==> config.mk <==
export PLATFORM = sky130hd
export DESIGN_NAME = party_event_monitor_flat
export DESIGN_NICKNAME = d
export VERILOG_FILES = /design/src/rtl/party_event_monitor_if.sv /design/src/rtl/party_event_monitor.sv /design/src/flat_wrapper.sv
export SDC_FILE = /design/constraint.sdc
export NUM_CORES = 1
export LEC_CHECK = 0
export ABC_CLOCK_PERIOD_IN_PS = 2050
export CORE_ASPECT_RATIO = 1.75
export CORE_MARGIN = 4
export CORE_UTILIZATION = 30
export DETAILED_ROUTE_END_ITERATION = 10
export GPL_TIMING_DRIVEN = 0
export HOLD_SLACK_MARGIN = 0.05
export PLACE_DENSITY = 0.61
export SLEW_MARGIN = 10
export SYNTH_ARGS = -nofsm -noshare
export SYNTH_HDL_FRONTEND = slang
export SYNTH_SLANG_ARGS = --single-unit
==> constraint.sdc <==
create_clock -name Clk -period 2.05 [get_ports Clk]
set_input_delay 0.41 -clock Clk [delete_from_list [all_inputs] [get_ports Clk]]
set_output_delay 0.41 -clock Clk [all_outputs]
set_load 0.05 [all_outputs]
==> src/rtl/party_event_monitor_if.sv <==
`default_nettype none
// ============================================================================
// Module   : party_event_monitor_if
// Purpose  : Bundles the availability input, the event handshake and the
//            status outputs of party_event_monitor.
// Signals  : P        - raw availability signal (driven by the producer side)
//            EvtAck   - consumer acknowledge of the pending event
//            EvtValid - qualified event pending, held until acknowledged
//            Active   - monitor is in ACTIVE or RELEASE
//            EvtCount - qualified events since reset (CNT_W bits, wraps)
//            Overflow - sticky: event raised while previous one unacked
// Modports : master - environment/consumer side
//            slave  - the monitor itself
// Revision : 1.0 - initial release
// ============================================================================
interface party_event_monitor_if #(
  parameter int CNT_W = 8
) ();
  logic             P;
  logic             EvtAck;
  logic             EvtValid;
  logic             Active;
  logic [CNT_W-1:0] EvtCount;
  logic             Overflow;

  modport master (
    output P,
    output EvtAck,
    input  EvtValid,
    input  Active,
    input  EvtCount,
    input  Overflow
  );

  modport slave (
    input  P,
    input  EvtAck,
    output EvtValid,
    output Active,
    output EvtCount,
    output Overflow
  );
endinterface
`default_nettype wire

==> src/rtl/party_event_monitor.sv <==
`default_nettype none
// ============================================================================
// Module   : party_event_monitor
// Purpose  : Glitch-qualifies the availability signal P. P must be high for
//            HOLD_CYCLES consecutive samples to raise a "party" event and low
//            for HOLD_CYCLES consecutive samples to leave the active state.
//            Each event bumps a wrapping counter and is reported through a
//            valid/ack handshake with a sticky overflow flag.
// Ports    : Clk  - rising-edge clock
//            Rst  - synchronous active-high reset
//            bus  - party_event_monitor_if.slave (P, EvtAck in;
//                   EvtValid, Active, EvtCount, Overflow out)
// Options  : PEM_SYNC_EN - when defined, P goes through a 2-flop
//            synchronizer before the FSM (adds 2 edges of latency);
//            when undefined, P must already be synchronous to Clk.
// Revision : 1.0 - initial release
// ============================================================================
module party_event_monitor #(
  parameter int HOLD_CYCLES = 4,
  parameter int CNT_W       = 8
) (
  input  wire logic            Clk,
  input  wire logic            Rst,
  party_event_monitor_if.slave bus
);

  localparam int QC_W = $clog2(HOLD_CYCLES + 1);
  localparam logic [QC_W-1:0] c_qc_one  = QC_W'(1);
  localparam logic [QC_W-1:0] c_qc_last = QC_W'(HOLD_CYCLES - 1);

  typedef enum logic [1:0] {
    S_IDLE    = 2'd0,
    S_QUAL    = 2'd1,
    S_ACTIVE  = 2'd2,
    S_RELEASE = 2'd3
  } state_t;

  state_t            r_state;
  state_t            w_state_nxt;
  logic [QC_W-1:0]   r_qc;
  logic [QC_W-1:0]   w_qc_nxt;
  logic              w_evt;
  logic              w_ps;
  logic              r_active;
  logic              r_valid;
  logic              r_ovf;
  logic [CNT_W-1:0]  r_cnt;

`ifdef PEM_SYNC_EN
  logic r_sync1;
  logic r_sync2;

  always_ff @(posedge Clk) begin
    if (Rst) begin
      r_sync1 <= 1'b0;
      r_sync2 <= 1'b0;
    end else begin
      r_sync1 <= bus.P;
      r_sync2 <= r_sync1;
    end
  end

  assign w_ps = r_sync2;
`else
  assign w_ps = bus.P;
`endif

  // qc counts consecutive samples that disagree with the current
  // active/idle level; the HOLD_CYCLES-th such sample flips the level.
  always_comb begin
    w_state_nxt = r_state;
    w_qc_nxt    = r_qc;
    w_evt       = 1'b0;
    case (r_state)
      S_IDLE: begin
        if (w_ps) begin
          w_qc_nxt = c_qc_one;
          if (HOLD_CYCLES == 1) begin
            w_state_nxt = S_ACTIVE;
            w_evt       = 1'b1;
          end else begin
            w_state_nxt = S_QUAL;
          end
        end else begin
          w_qc_nxt = '0;
        end
      end
      S_QUAL: begin
        if (!w_ps) begin
          w_state_nxt = S_IDLE;
          w_qc_nxt    = '0;
        end else if (r_qc == c_qc_last) begin
          w_state_nxt = S_ACTIVE;
          w_qc_nxt    = '0;
          w_evt       = 1'b1;
        end else begin
          w_qc_nxt = r_qc + c_qc_one;
        end
      end
      S_ACTIVE: begin
        if (!w_ps) begin
          w_qc_nxt = c_qc_one;
          if (HOLD_CYCLES == 1) begin
            w_state_nxt = S_IDLE;
          end else begin
            w_state_nxt = S_RELEASE;
          end
        end
      end
      S_RELEASE: begin
        // A return to high before the hold-off expires is the same event.
        if (w_ps) begin
          w_state_nxt = S_ACTIVE;
          w_qc_nxt    = '0;
        end else if (r_qc == c_qc_last) begin
          w_state_nxt = S_IDLE;
          w_qc_nxt    = '0;
        end else begin
          w_qc_nxt = r_qc + c_qc_one;
        end
      end
      default: begin
        w_state_nxt = S_IDLE;
        w_qc_nxt    = '0;
      end
    endcase
  end

  always_ff @(posedge Clk) begin
    if (Rst) begin
      r_state  <= S_IDLE;
      r_qc     <= '0;
      r_active <= 1'b0;
      r_valid  <= 1'b0;
      r_ovf    <= 1'b0;
      r_cnt    <= '0;
    end else begin
      r_state  <= w_state_nxt;
      r_qc     <= w_qc_nxt;
      r_active <= (w_state_nxt == S_ACTIVE) || (w_state_nxt == S_RELEASE);
      if (w_evt) begin
        r_cnt   <= r_cnt + CNT_W'(1);
        r_valid <= 1'b1;
        // An ack on the same edge retires the old event, so no overflow.
        if (r_valid && !bus.EvtAck) begin
          r_ovf <= 1'b1;
        end
      end else if (r_valid && bus.EvtAck) begin
        r_valid <= 1'b0;
      end
    end
  end

  assign bus.EvtValid = r_valid;
  assign bus.Active   = r_active;
  assign bus.EvtCount = r_cnt;
  assign bus.Overflow = r_ovf;

endmodule
`default_nettype wire

==> src/flat_wrapper.sv <==
// flat-port wrapper written by rule: the top's interface ports become plain ports
module party_event_monitor_flat 
#(
  parameter int HOLD_CYCLES = 4,
  parameter int CNT_W       = 8
)
  (Clk, Rst, bus_P, bus_EvtAck, bus_EvtValid, bus_Active, bus_EvtCount, bus_Overflow);
  party_event_monitor_if #(.CNT_W(CNT_W)) bus_i ();
  input  wire logic Clk;
  input  wire logic Rst;
  input wire logic [$bits(bus_i.P)-1:0] bus_P;
  input wire logic [$bits(bus_i.EvtAck)-1:0] bus_EvtAck;
  output wire logic [$bits(bus_i.EvtValid)-1:0] bus_EvtValid;
  output wire logic [$bits(bus_i.Active)-1:0] bus_Active;
  output wire logic [$bits(bus_i.EvtCount)-1:0] bus_EvtCount;
  output wire logic [$bits(bus_i.Overflow)-1:0] bus_Overflow;
  assign bus_i.P = bus_P;
  assign bus_i.EvtAck = bus_EvtAck;
  assign bus_EvtValid = bus_i.EvtValid;
  assign bus_Active = bus_i.Active;
  assign bus_EvtCount = bus_i.EvtCount;
  assign bus_Overflow = bus_i.Overflow;
  party_event_monitor #(.HOLD_CYCLES(HOLD_CYCLES), .CNT_W(CNT_W)) u_core (.Clk(Clk), .Rst(Rst), .bus(bus_i));
endmodule
Word-level counts from Yosys, hierarchy flattened
Index checks and enable logic that the tools add are counted.
- logic and storage cells: 40
- register bits: 16
- input bits: 4
- multiplexer cells: 18
- reductions and logical operators: 7
- equality and inequality tests: 7
- $add $sub $neg: 2
- operators by type and width (cell ; number):
    $mux W2 ; 6
    $mux W3 ; 4
    $pmux W3 S4 ; 1
    $add A8 B1 Y8 const B ; 1
    $eq A2 B2 Y1 const B ; 4
    $pmux W2 S4 ; 1
    $mux W1 ; 6
    $add A3 B1 Y3 const B ; 1
    $eq A3 B2 Y1 const B ; 1
    $eq A2 B1 Y1 const B ; 1
    $logic_and A1 B1 Y1 ; 2
    $logic_not A2 Y1 ; 1
    $ne A2 B2 Y1 const B ; 1
    $reduce_and A2 Y1 ; 1
    $reduce_bool A2 Y1 ; 1
    $logic_not A1 Y1 ; 1
    $logic_or A1 B1 Y1 ; 1

Logic depth before layout (Yosys ltp)
- depth after elaboration: 6
- gate-level depth with buffers: 5
- gate-level depth less buffers: 4

Worst setup path after synthesis
Ideal clock, no wire load.
- path type: register -> register
- from: reg u_core.r_cnt[0], in the netlist u_core.bus.EvtCount[0]
- to: reg u_core.r_cnt[7], in the netlist u_core.bus.EvtCount[7]
- required time: 1.929 ns
- arrival time: 1.524 ns
- stages on the path, launching flop included: 4
- setup slack: 0.405 ns
- clock period less this slack: 1.645 ns
- cell sequence: dfxtp_1 -> nand4b_1 -> nor4_1 -> mux2_2
- word-level cells in the longest chain between the ends: 1
- ends and longest elaborated chain (what ; RTL line ; text):
    start: declaration ; party_event_monitor.sv:47 ; logic [CNT_W-1:0] r_cnt;
    start signal: assignment ; party_event_monitor.sv:142 ; r_cnt <= r_cnt + CNT_W'(1);
    $add A8 B1 Y8 ; party_event_monitor.sv:142 ;
Every way passes these cells.
A chain may end at the register's enable or synchronous reset.

Final worst setup path
- from: reg u_core.r_cnt[2], in the netlist u_core.bus.EvtCount[2]
- to: out bus_EvtCount[2]
- RTL lines (what ; RTL line ; text):
    end: declaration ; flat_wrapper.sv:15 ; output wire logic [$bits(bus_i.EvtCount)-1:0] bus_EvtCount;
No word-level cell between the ends.

==> flow_summary.json <==
{
  "vdd_ir_drop_max_v": 0.0004614,
  "reg2regPathDepth": 4,
  "status": "finished, final reports clean",
  "dpl.hpwl_um": 1193,
  "synth.most_common_cell": "dfxtp_1",
  "fp-row-count": 23,
  "synth_flop_cell": "dfxtp_1",
  "crit_family": "buffers and inverters",
  "synth_edf_count": 0,
  "die_area_sq_mm": 0.003388,
  "synth_nets": 90,
  "reg2reg_slack_ns": 0.55,
  "worst-path-max-fanout": 7,
  "cp.buffers_inverters": 1,
  "setup_viol": 0,
  "drv_cap": 0,
  "ys_warn_count": 0,
  "syn_area_per_cell_sq_um": 8.907,
  "cp.depth": 1,
  "cp-start-kind": "flop",
  "drc_errors": 0,
  "crit_type": "flop to output pin",
  "routedWlPerCell_um": 12.68,
  "coreArea_sq_mm": 0.002331,
  "postRouteAntennaNets": 0,
  "final.setup.tns_ns": 0,
  "rsz0062_at_grt": "no",
  "pre_cts_ws_ns": 0.3839,
  "place_congestion": 0.7917,
  "hp-class": "input port to flop",
  "grt.overflow.total": 0,
  "r2r-start": "u_core.r_qc[0]",
  "area_growth_pct": 27.59,
  "ctsHoldBuffers": 0,
  "cp_cell_sequence": "clkdlybuf4s50_1",
  "vias_per_cell": 5.304,
  "async_reset_ff_frac": 0,
  "clk_pin_slew_worst_paths_ns": 0.06,
  "dr_total_vias": 663,
  "clock_latency_ns": 0.25,
  "start_util": 0.3210,
  "drv_slew": 0,
  "post-route-min-period_ns": 1.929,
  "synth-seq-cells": 16,
  "cts_tree": "yes",
  "crit_path_top_delay_cell": "clkdlybuf4s50_1",
  "synth_area_leaders": "dfxtp_1 43%, a21oi_1 7.4%, and3b_1 4.7%",
  "synth_top_area_share": 0.4281,
  "synth_common_cells": "16 x dfxtp_1, 11 x a21oi_1, 5 x nor2_1, 5 x o21ai_0",
  "root_buffer": "clkbuf_8",
  "worstReg2RegEnd": "u_core.bus.EvtCount[7]",
  "port_buffers": 12,
  "hold_viol_final": 0,
  "grtUsageTotal": 0.1140,
  "drt_iter0_markers": 15,
  "drtPass1Iterations": 4,
  "synth.distinct_cells": 28,
  "fmax_mhz": 518.3,
  "syn-instance-count": 84,
  "critPathCaptureType": "output pin",
  "drive_above_1_share": 0.09000,
  "grt_pass1_vias": 659,
  "die_h_um": 74.07,
  "cts_resized": 0,
  "p_leak_nw": 0.3342,
  "diodes": 0,
  "worst_ep_required_time_ns": 1.64,
  "worst_pin_slew_ns": 0.5002,
  "cts_sinks": 16,
  "dieWidth_um": 45.75,
  "grt_pass1_wl_um": 2849,
  "htree_levels": 1,
  "cp-startpoint": "u_core.bus.EvtCount[2]",
  "nets": 107,
  "cp.arrival_ns": 1.52,
  "cp-endpoint": "bus_EvtCount[2]",
  "antenna_found_initial": 0,
  "power_density_mw_per_mm2": 649.7,
  "cts_buffer_depth": 2,
  "skew_ns": 0.001329,
  "cts_setup_buffers": 0,
  "yosysTopAreaCell": "dfxtp_1",
  "fin_hold_ws_ns": 0.4455,
  "fin_util": 0.4096,
  "io_pins": 15,
  "slew_headroom": 0.6655,
  "cts_buffers": 3,
  "grt_start_max_net_pins": 11,
  "min_period_over_period": 0.9412,
  "setup_ws_ns": 0.1205,
  "wl_um": 1585,
  "seq_area_frac_synth": 0.4281,
  "cp_slowest_stage_delay_ns": 0.84,
  "syn-cell-area_sq_um": 748.2
}
## state kept, by name, summed over array words and instances (netlist names)
register             count
u_core.bus.EvtCount      8
u_core.r_qc              3
u_core.r_state           2
u_core.bus.Active        1
u_core.bus.EvtValid      1
u_core.bus.Overflow      1
## cell usage in the layout, fill, tap and decap left out
cell type        count
dfxtp_1             16
clkdlybuf4s50_1     12
a21oi_1             11
o21ai_0              5
nor2_1               5
and3b_1              4
nor2b_1              4
nand2_1              4
o31ai_1              4
or4_1                4
clkbuf_8             4
buf_2                2
or2b_1               2
or3_1                2
clkbuf_1             2
nand4b_1             2
inv_1                2
nand3_1              2
ha_1                 2
nand3b_2             1
buf_6                1
nand4_1              1
nor4_1               1
mux2_2               1
nor4b_1              1
nand3b_1             1
xnor2_1              1
nor3_1               1
a31oi_1              1
o22ai_1              1
## per-stage QoR
step | area [sq um] | total power, mW | instances
after floorplan | 748.2 | 0.3399 | 84
after global placement | 899.6 | 0.3462 | 121
after detailed placement | 899.6 | 0.3467 | 121
after CTS | 954.7 | 0.6274 | 125
after global routing | 954.7 | 0.6448 | 125
final | 954.7 | 0.6202 | 125
## layout make-up
cell class,instances,area (sq um)
Inverter,2,7.507
Timing Repair Buffer,12,120.1
Tap cell,25,31.28
Multi-Input combinational cell,61,391.6
Sequential cell,16,320.3
Fill cell,248,1376
Clock buffer,4,55.05
Buffer,5,28.78
## worst min-delay path by stage
| stage | from | to | slack [ns] | cells after the start |
|---|---|---|---|---|
| floorplan | u_core.r_qc[0] | u_core.r_qc[0] | 0.49 | 2 |
| global placement | u_core.bus.Overflow | u_core.bus.Overflow | 0.46 | 2 |
| detailed placement | u_core.bus.Overflow | u_core.bus.Overflow | 0.47 | 2 |
| CTS | bus_P | u_core.r_qc[1] | 0.45 | 3 |
| global route | bus_P | u_core.r_qc[1] | 0.47 | 3 |
| finish | bus_P | u_core.r_qc[1] | 0.45 | 3 |
## per-layer routing
layer / track usage / routed length [um]
met2: 0.1913 / 830
met5: 0 / 0
met1: 0.1231 / 640
met3: 0.02421 / 66
met4: 0.07595 / 48
## power by group
| group | internal (mW) | total (mW) | switching (mW) | leakage (nW) |
|---|---|---|---|---|
| logic | 0.0107 | 0.0232 | 0.0125 | 0.176 |
| registers | 0.313 | 0.316 | 0.00288 | 0.129 |
| clock network | 0.170 | 0.281 | 0.110 | 0.0288 |
## cells by family (layout without fill, tap and decap cells)
| kind of cell | count (synthesis) | count (layout) | share of synthesized area |
|---|---|---|---|
| AO/OA/AOI/OAI | 22 | 22 | 0.1639 |
| adder cells (fa/ha/maj) | 2 | 2 | 0.03344 |
| XOR/XNOR | 1 | 1 | 0.01171 |
| buffers and inverters | 7 | 23 | 0.04850 |
| AND/OR/NAND/NOR | 35 | 35 | 0.2993 |
| multiplexers | 1 | 1 | 0.01505 |
| flip-flops | 16 | 16 | 0.4281 |
Power figures use the tool's default switching activity.
